<file path="src/rtl/uart_tx_arbiter.sv">
// uart_tx_arbiter: shares one UART transmitter core between NREQ byte requesters.
// Round-robin pick in IDLE, one-cycle tx_start/gnt launch, then follows tx_busy
// until the frame ends. Optional build macro UART_ARB_TIMEOUT_EN adds a start
// timeout: if tx_busy never rises, err pulses and the arbiter moves on.

module uart_arb_lane #(
    parameter int IDX_W = 2,
    parameter int IDX   = 0
) (
    input  logic             req,
    input  logic [IDX_W-1:0] ptr,
    output logic             hi
);
    // Requester sits at or after the rr pointer: first leg of the wrapped scan.
    assign hi = req && (IDX_W'(IDX) >= ptr);
endmodule

module uart_tx_arbiter #(
    parameter int NREQ        = 4,
    parameter int DATA_W      = 8,
    parameter int IDX_W       = 2,
    parameter int TIMEOUT_CYC = 15
) (
    input  logic                   clk,
    input  logic                   rst,
    input  logic [NREQ-1:0]        req,
    input  logic [NREQ*DATA_W-1:0] req_data,
    output logic [NREQ-1:0]        gnt,
    output logic                   tx_start,
    output logic [DATA_W-1:0]      tx_data,
    input  logic                   tx_busy,
    output logic [IDX_W-1:0]       owner,
    output logic                   active,
    output logic                   done,
    output logic                   err
);
    typedef enum logic [1:0] {IDLE, LAUNCH, WAIT_BUSY, WAIT_DONE} state_t;

    state_t                        state;
    logic [IDX_W-1:0]              ptr;
    logic [IDX_W-1:0]              win;
    logic [IDX_W-1:0]              nxt;
    logic [NREQ-1:0]               hi;
    logic [NREQ-1:0][DATA_W-1:0]   bytes;

    assign bytes = req_data;

    genvar i;
    generate
        for (i = 0; i < NREQ; i++) begin : g_lane
            uart_arb_lane #(.IDX_W(IDX_W), .IDX(i)) u_lane (
                .req (req[i]),
                .ptr (ptr),
                .hi  (hi[i])
            );
        end
    endgenerate

    // Lowest requester at/after ptr wins; if none, wrap to the lowest overall.
    always_comb begin
        win = '0;
        for (int k = NREQ-1; k >= 0; k--)
            if (req[k]) win = IDX_W'(k);
        for (int k = NREQ-1; k >= 0; k--)
            if (hi[k]) win = IDX_W'(k);
    end

    // Pointer moves to the slot after the one just served.
    assign nxt = (owner == IDX_W'(NREQ-1)) ? '0 : owner + 1'b1;

`ifdef UART_ARB_TIMEOUT_EN
    localparam int CNT_W = $clog2(TIMEOUT_CYC + 1);
    logic [CNT_W-1:0] tcnt;
`else
    assign err = 1'b0;
`endif

    // Arbiter FSM; all outputs registered, pulses cleared by default each cycle.
    always_ff @(posedge clk or negedge rst) begin
        if (!rst) begin
            state    <= IDLE;
            ptr      <= '0;
            owner    <= '0;
            tx_data  <= '0;
            gnt      <= '0;
            tx_start <= 1'b0;
            active   <= 1'b0;
            done     <= 1'b0;
`ifdef UART_ARB_TIMEOUT_EN
            err      <= 1'b0;
            tcnt     <= '0;
`endif
        end else begin
            gnt      <= '0;
            tx_start <= 1'b0;
            done     <= 1'b0;
`ifdef UART_ARB_TIMEOUT_EN
            err      <= 1'b0;
`endif
            case (state)
                IDLE: begin
                    if (|req && !tx_busy) begin
                        owner    <= win;
                        tx_data  <= bytes[win];
                        gnt      <= NREQ'(1) << win;
                        tx_start <= 1'b1;
                        active   <= 1'b1;
                        state    <= LAUNCH;
                    end
                end
                LAUNCH: begin
                    state <= WAIT_BUSY;
`ifdef UART_ARB_TIMEOUT_EN
                    tcnt  <= '0;
`endif
                end
                WAIT_BUSY: begin
                    if (tx_busy) begin
                        state <= WAIT_DONE;
                    end
`ifdef UART_ARB_TIMEOUT_EN
                    else if (tcnt == CNT_W'(TIMEOUT_CYC - 1)) begin
                        err    <= 1'b1;
                        ptr    <= nxt;
                        active <= 1'b0;
                        state  <= IDLE;
                    end else begin
                        tcnt <= tcnt + 1'b1;
                    end
`endif
                end
                WAIT_DONE: begin
                    if (!tx_busy) begin
                        done   <= 1'b1;
                        ptr    <= nxt;
                        active <= 1'b0;
                        state  <= IDLE;
                    end
                end
                default: state <= IDLE;
            endcase
        end
    end
endmodule

</file>
<file path="config.mk">
export PLATFORM = sky130hd
export DESIGN_NAME = uart_tx_arbiter
export DESIGN_NICKNAME = d
export VERILOG_FILES = /design/src/rtl/uart_tx_arbiter.sv
export SDC_FILE = /design/constraint.sdc
export NUM_CORES = 1
export LEC_CHECK = 0
export ABC_AREA = 1
export CAP_MARGIN = 10
export CORE_MARGIN = 2
export CORE_UTILIZATION = 42
export CTS_CLUSTER_DIAMETER = 100
export DETAILED_ROUTE_END_ITERATION = 10
export PLACE_DENSITY_LB_ADDON = 0.3
export SETUP_SLACK_MARGIN = 0.4
export SLEW_MARGIN = 20
export SYNTH_ARGS = -nofsm -noshare
export SYNTH_HDL_FRONTEND = slang
export SYNTH_SLANG_ARGS = --single-unit
</file>
<file path="constraint.sdc">
create_clock -name clk -period 1.5 [get_ports clk]
set_input_delay 0.375 -clock clk [delete_from_list [all_inputs] [get_ports clk]]
set_output_delay 0.375 -clock clk [all_outputs]
set_load 0.01 [all_outputs]
</file>
==> flow_summary.json, run 1 <==
{
  "run_status": "finished clean",
  "final-hold-violation-count": 0,
  "ys.flop_type": "dfrtp_1",
  "dr_wl_met2_um": 1960,
  "synth_area_sq_um": 1320,
  "syn-instance-count": 186,
  "drt_wl_total_um": 3870,
  "diodes": 0,
  "cts_tree": "built",
  "area_growth_pct": 77.1,
  "tns_ps": 0,
  "synth_top_family_by_area": "simple AND/OR/NAND/NOR gates",
  "max_stage_delay_ps": 420,
  "hold_buffers": 0,
  "first_iter_violations": 56,
  "p_per_area_nw_per_um2": 1460,
  "grt_max_degree": 22,
  "vdd_ir_drop_max_v": 0.000662,
  "synth_xor_area_share_pct": 0,
  "hp-class": "primary input to asynchronous set/reset pin",
  "rsz0062_at_grt": "true",
  "startpoint_type": "flop",
  "grt_pass1_vias": 1416,
  "synth.most_common_cell": "nand2_1",
  "clkLatencyLatePin_ps": 310,
  "dp_hpwl_um": 2440,
  "routabilityCongestion": 0.749,
  "yosys_register_bits": 21,
  "grt_first_pass_wirelength_um": 6070,
  "ios": 57,
  "path_class": "flop to flop",
  "synthSimpleGateAreaFrac_pct": 39.7,
  "dieArea_sq_um": 3620,
  "synth.mux.area_fraction_pct": 0,
  "dr_wl_met3_um": 158,
  "finClkSkew_ps": 1.39,
  "routedWlPerCell_um": 12.4,
  "numCtsBuffers": 3,
  "critical_path_arrival_ps": 1560,
  "fin_crit_sh_pct": 90.0,
  "synthTopCellsByArea": "dfrtp_1, nand2_1, nand3_1",
  "core-area_sq_um": 3030,
  "ctsLongestPathBuffers": 2,
  "drive_gt1_share_pct": 38.3,
  "cp_max_fo": 6,
  "io_buffer_count": 55,
  "fin_nets": 313,
  "yosysWarnings": 0,
  "path_cells": "nand2_1, nand2_2, nand2_4, nor2_4, nor2_4, buf_6, buf_6, nor3_2",
  "worst_path_max_delay_cell": "dfrtp_1",
  "grt_overflow": 0,
  "synth_top_area_share_pct": 39.7,
  "ys_top_cells_by_count": "nand2_1, inv_1, nand3_1",
  "yosys.area_share.adder_pct": 3.78,
  "max_freq_mhz": 741,
  "avgViaCountPerCell": 4.78,
  "highest_layer": "met4",
  "rows": 20,
  "num_vias": 1495,
  "grt_use_total_pct": 22.3,
  "synth_async_sr_flop_share_pct": 100,
  "htree_levels": 1,
  "yosys.area.top_type": "dfrtp_1",
  "endpoint_kind": "flop",
  "avgSynthCellArea_sq_um": 7.12,
  "p_leak_nw": 1.21,
  "synth_cell_types": 25,
  "syn_nets": 229,
  "die_w_um": 60.1,
  "antenna_found_initial": 0,
  "slew_viol_final": 0,
  "cts-root-buf": "clkbuf_4",
  "setup_viol": 0,
  "ant_nets": 0,
  "drt_first_pass_iters": 4,
  "fin_crit_ps": 1350,
  "initial_core_util_pct": 43.7,
  "die_h_um": 60.1,
  "synth_edf_count": 0,
  "required_ps": 1720,
  "whs_ps": 396,
  "clk_pin_slew_ps": 120,
  "ys_seq_area_share_pct": 39.7,
  "wl_met1_um": 1710,
  "drcViolationCount": 0,
  "synth_compound_area_share_pct": 3.69,
  "cts.sinks": 21,
  "drv_cap": 0
}
cell families after synthesis:
logic type | after synthesis
flops | 21
simple gates | 112
fa+ha+maj | 4
other cells | 1
buf+inv | 40
compound gates | 8
worst max-delay path: cells and delay by family, from the launching register on:
kind,cells,cell delay (ps)
and+or+nand+nor,6,610
DFF,1,420
buffers and inverters,2,230
routing by layer:
metal	vias to the layer above	track usage, %
li1	738	-
met1	705	29.2
met2	48	38.4
met3	4	3.03
met4	0	5.71
met5	-	0
path summary, 6_finish.rpt:
check / start / to / slack, ps / cells past startpoint
min in group clk: tx_data[2]$_DFFE_PN0P_ / tx_data[2]$_DFFE_PN0P_ / 510 / 2
setup / recovery: ptr[0]$_DFFE_PN0P_ / gnt[0]$_DFF_PN0_ / 150 / 8
setup reg to reg: ptr[0]$_DFFE_PN0P_ / gnt[0]$_DFF_PN0_ / 150 / 8
hold reg to reg: tx_data[2]$_DFFE_PN0P_ / tx_data[2]$_DFFE_PN0P_ / 510 / 2
hold / removal: rst / done$_DFF_PN0_ / 400 / 2
max in group asynchronous: rst / state[1]$_DFFE_PN0P_ / 870 / 2
layout make-up:
type	count	area (sq um)
Multi-Input combinational cell	127	895
Timing Repair Buffer	81	694
Fill cell	218	683
Sequential cell	21	527
Inverter	36	148
Tap cell	44	55.1
Clock buffer	4	26.3
power breakdown:
part           total [mW]  internal (mW)  switching, mW
sequential          0.927          0.782          0.145
clock               0.283          0.104          0.179
combinational        2.21           1.03           1.18
total                3.42           1.91           1.51
state kept, by name (all words and copies together), names as in the netlist:
signal,flops
tx_data,8
owner,2
state,2
tx_start,1
active,1
gnt,4
ptr,2
done,1
timing repair:
| action | 4_1_cts | 5_1_grt |
|---|---|---|
| pin swaps | 20 | 21 |
| endpoints found under the setup margin | 37 | 36 |
| setup buffers | 9 | 6 |
| gates cloned | 2 | 0 |
| resized for setup | 102 | 30 |
stage by stage:
stage / cell area (sq um) / instances / utilization (%) / power (mW) / setup WS (ps)
3_5_place_dp: 2060 / 292 / 68.1 / 2.64 / -497
3_3_place_gp: 2060 / 292 / 68.1 / 2.58 / -449
6_report: 2340 / 313 / 77.4 / 3.42 / 151
4_1_cts: 2170 / 307 / 71.7 / 3.10 / 181
5_1_grt: 2340 / 313 / 77.4 / 3.66 / 65.2
2_1_floorplan: 1400 / 186 / - / 1.97 / 234
cells in the final DEF, fill, tap and decap left out, types with 2 or more instances in the layout:
master,instances
a21oi_1,2
inv_4,2
or2_1,3
nand3_1,13
clkdlybuf4s50_1,34
ha_4,3
buf_2,19
inv_2,6
nand2_8,3
buf_4,16
dfrtp_1,20
or2_4,3
inv_1,27
nand3_4,2
nand2_2,5
nand2_4,5
nand3_2,15
dlygate4sd2_1,2
nor2_4,6
o21ai_1,3
or2_0,2
buf_6,9
nand2_1,48
clkbuf_4,3
nor2_1,6
(Power assumes the default switching activity.)
==> inputs of run 2 (changes only) <==
--- a/config.mk
+++ b/config.mk
@@ -11,7 +11,7 @@
 export CORE_UTILIZATION = 42
 export CTS_CLUSTER_DIAMETER = 100
 export DETAILED_ROUTE_END_ITERATION = 10
-export PLACE_DENSITY_LB_ADDON = 0.3
+export PLACE_DENSITY = 0.8
 export SETUP_SLACK_MARGIN = 0.4
 export SLEW_MARGIN = 20
 export SYNTH_ARGS = -nofsm -noshare
==> run 2 against run 1 <==
Effect of this change:
- cell count rose by 1.6%
- sequential power fell by 1%
- highest routed layer unchanged
- first-iteration DRC count rose by 16%
- critical path depth fell by 2
- sequential share of layout area fell by 1.1 points
- register-to-register slack got worse by 50 ps
- via count rose by 5.7%
- core utilization rose by 3.8 points
- worst setup slack got worse by 51 ps
- die area did not move
==> flow_summary.json, run 2 (synthesis results as in run 1) <==
{
  "grt_overflow": 0,
  "routedWlPerCell_um": 13.6,
  "layout_commonest_cell": "nand2_1",
  "dp_hpwl_um": 2480,
  "fin_nets": 318,
  "cts.sinks": 21,
  "final_core_util_pct": 81.2,
  "grt_max_degree": 22,
  "setup_viol": 0,
  "endpoint_kind": "flop",
  "cp_max_fo": 6,
  "dpl-instance-area_sq_um": 2060,
  "ant_nets": 0,
  "slew_viol_final": 0,
  "p_per_area_nw_per_um2": 1500,
  "numCtsBuffers": 3,
  "finClkSkew_ps": 6.90,
  "drt_first_pass_iters": 4,
  "use_met1_pct": 25.4,
  "ios": 57,
  "final_cell_mix": "nand2_1, clkdlybuf4s50_1, inv_1",
  "clk_pin_slew_ps": 120,
  "num_vias": 1580,
  "grt_first_pass_wirelength_um": 5970,
  "htree_levels": 1,
  "grt_use_total_pct": 21.8,
  "die_w_um": 60.1,
  "grt_use_met2_pct": 38.5,
  "hp-class": "primary input to asynchronous set/reset pin",
  "max_freq_mhz": 714,
  "reg_top3": "tx_data x8, gnt x4",
  "diodes": 0,
  "fin_crit_sh_pct": 93.4,
  "initial_core_util_pct": 43.7,
  "ctsLongestPathBuffers": 2,
  "path_class": "flop to flop",
  "drive_gt1_share_pct": 42.7,
  "avgViaCountPerCell": 4.97,
  "final-hold-violation-count": 0,
  "required_ps": 1770,
  "first_iter_violations": 65,
  "area_growth_pct": 85.7,
  "cts_tree": "built",
  "grt_pass1_vias": 1425,
  "rows": 20,
  "routabilityCongestion": 0.735,
  "largest_reg_flops": 8,
  "use_met3_pct": 2.16,
  "drv_cap": 0,
  "dieArea_sq_um": 3620,
  "io_buffer_count": 55,
  "fin_crit_ps": 1400,
  "run_status": "finished clean",
  "startpoint_type": "flop",
  "die_h_um": 60.1,
  "vdd_ir_drop_max_v": 0.000874,
  "critical_path_arrival_ps": 1670,
  "clkLatencyLatePin_ps": 320,
  "core-area_sq_um": 3030,
  "p_leak_nw": 1.27,
  "top_register": "tx_data",
  "fin_area_sq_um": 2460,
  "hold_buffers": 0,
  "cts-root-buf": "clkbuf_4",
  "antenna_found_initial": 0,
  "top_usage_layer": "met2",
  "drt_wl_total_um": 4340,
  "rsz0062_at_grt": "true",
  "drcViolationCount": 0
}
-- run 2: changes by cell type in the layout (fill, tap and decap cells not counted), moves of 2 or more --
cell	delta
nand3_2	+10
buf_6	+2
nand3_1	-10
buf_4	+2
clkbuf_2	+2
buf_2	-3
-- run 2: worst paths after layout --
check	from	end	slack, ps	depth (start not counted)
max in group asynchronous	rst	gnt[1]$_DFF_PN0_	910	2
min	rst	tx_start$_DFF_PN0_	370	2
max	state[0]$_DFFE_PN0P_	tx_data[6]$_DFFE_PN0P_	100	6
max reg2reg	state[0]$_DFFE_PN0P_	tx_data[6]$_DFFE_PN0P_	100	6
min reg2reg	tx_data[7]$_DFFE_PN0P_	tx_data[7]$_DFFE_PN0P_	530	2
min in group clk	tx_data[7]$_DFFE_PN0P_	tx_data[7]$_DFFE_PN0P_	530	2
-- run 2: area by class of cell --
class	count	area [sq um]
multi-input combinational	127	948
fill	182	569
clock buffer	3	22.5
timing repair buffer	86	752
sequential	21	526
tap	44	55.1
clock inverter	1	5.00
inverter	36	150
-- run 2: stage by stage --
step / worst slack, ps / TNS [ps] / cells / power, mW / hold WS, ps
final: 99.3 / 0 / 318 / 3.70 / 374
after CTS: 164 / 0 / 310 / 3.18 / 392
after global placement: -400 / -5750 / 293 / 2.58 / 477
after global routing: 33.0 / 0 / 318 / 3.92 / 400
after detailed placement: -457 / -6320 / 293 / 2.63 / 480
after floorplan: 234 / 0 / 186 / 1.97 / 79.4
-- run 2: power by group --
group          internal [mW]  leakage (nW)  switching (mW)
logic                   1.18         0.985            1.31
registers              0.779         0.269           0.139
clock network          0.100        0.0177           0.188
total                   2.06          1.27            1.64
-- run 2: critical path, stage by stage, from the launching register on --
cell     delay (ps)
dfrtp_1         440
inv_2           120
ha_4            170
nand3_4         160
nor2_4          260
nand3_2         130
nand3_2          70
-- run 2: what timing repair did --
action,4_1_cts,5_1_grt
cloned,2,0
setup buffers,11,8
pin swaps,20,16
hold endpoints to repair,0,0
gates resized for setup,106,35
setup endpoints to repair,37,37
-- run 2: layer usage --
metal / part of all wire (%) / wire length [um] / vias to the layer above
met4: 5.2 / 226 / 0
met5: 0 / 0 / -
met3: 5.7 / 249 / 28
met2: 53 / 2280 / 80
met1: 36 / 1580 / 730
li1: - / - / 742
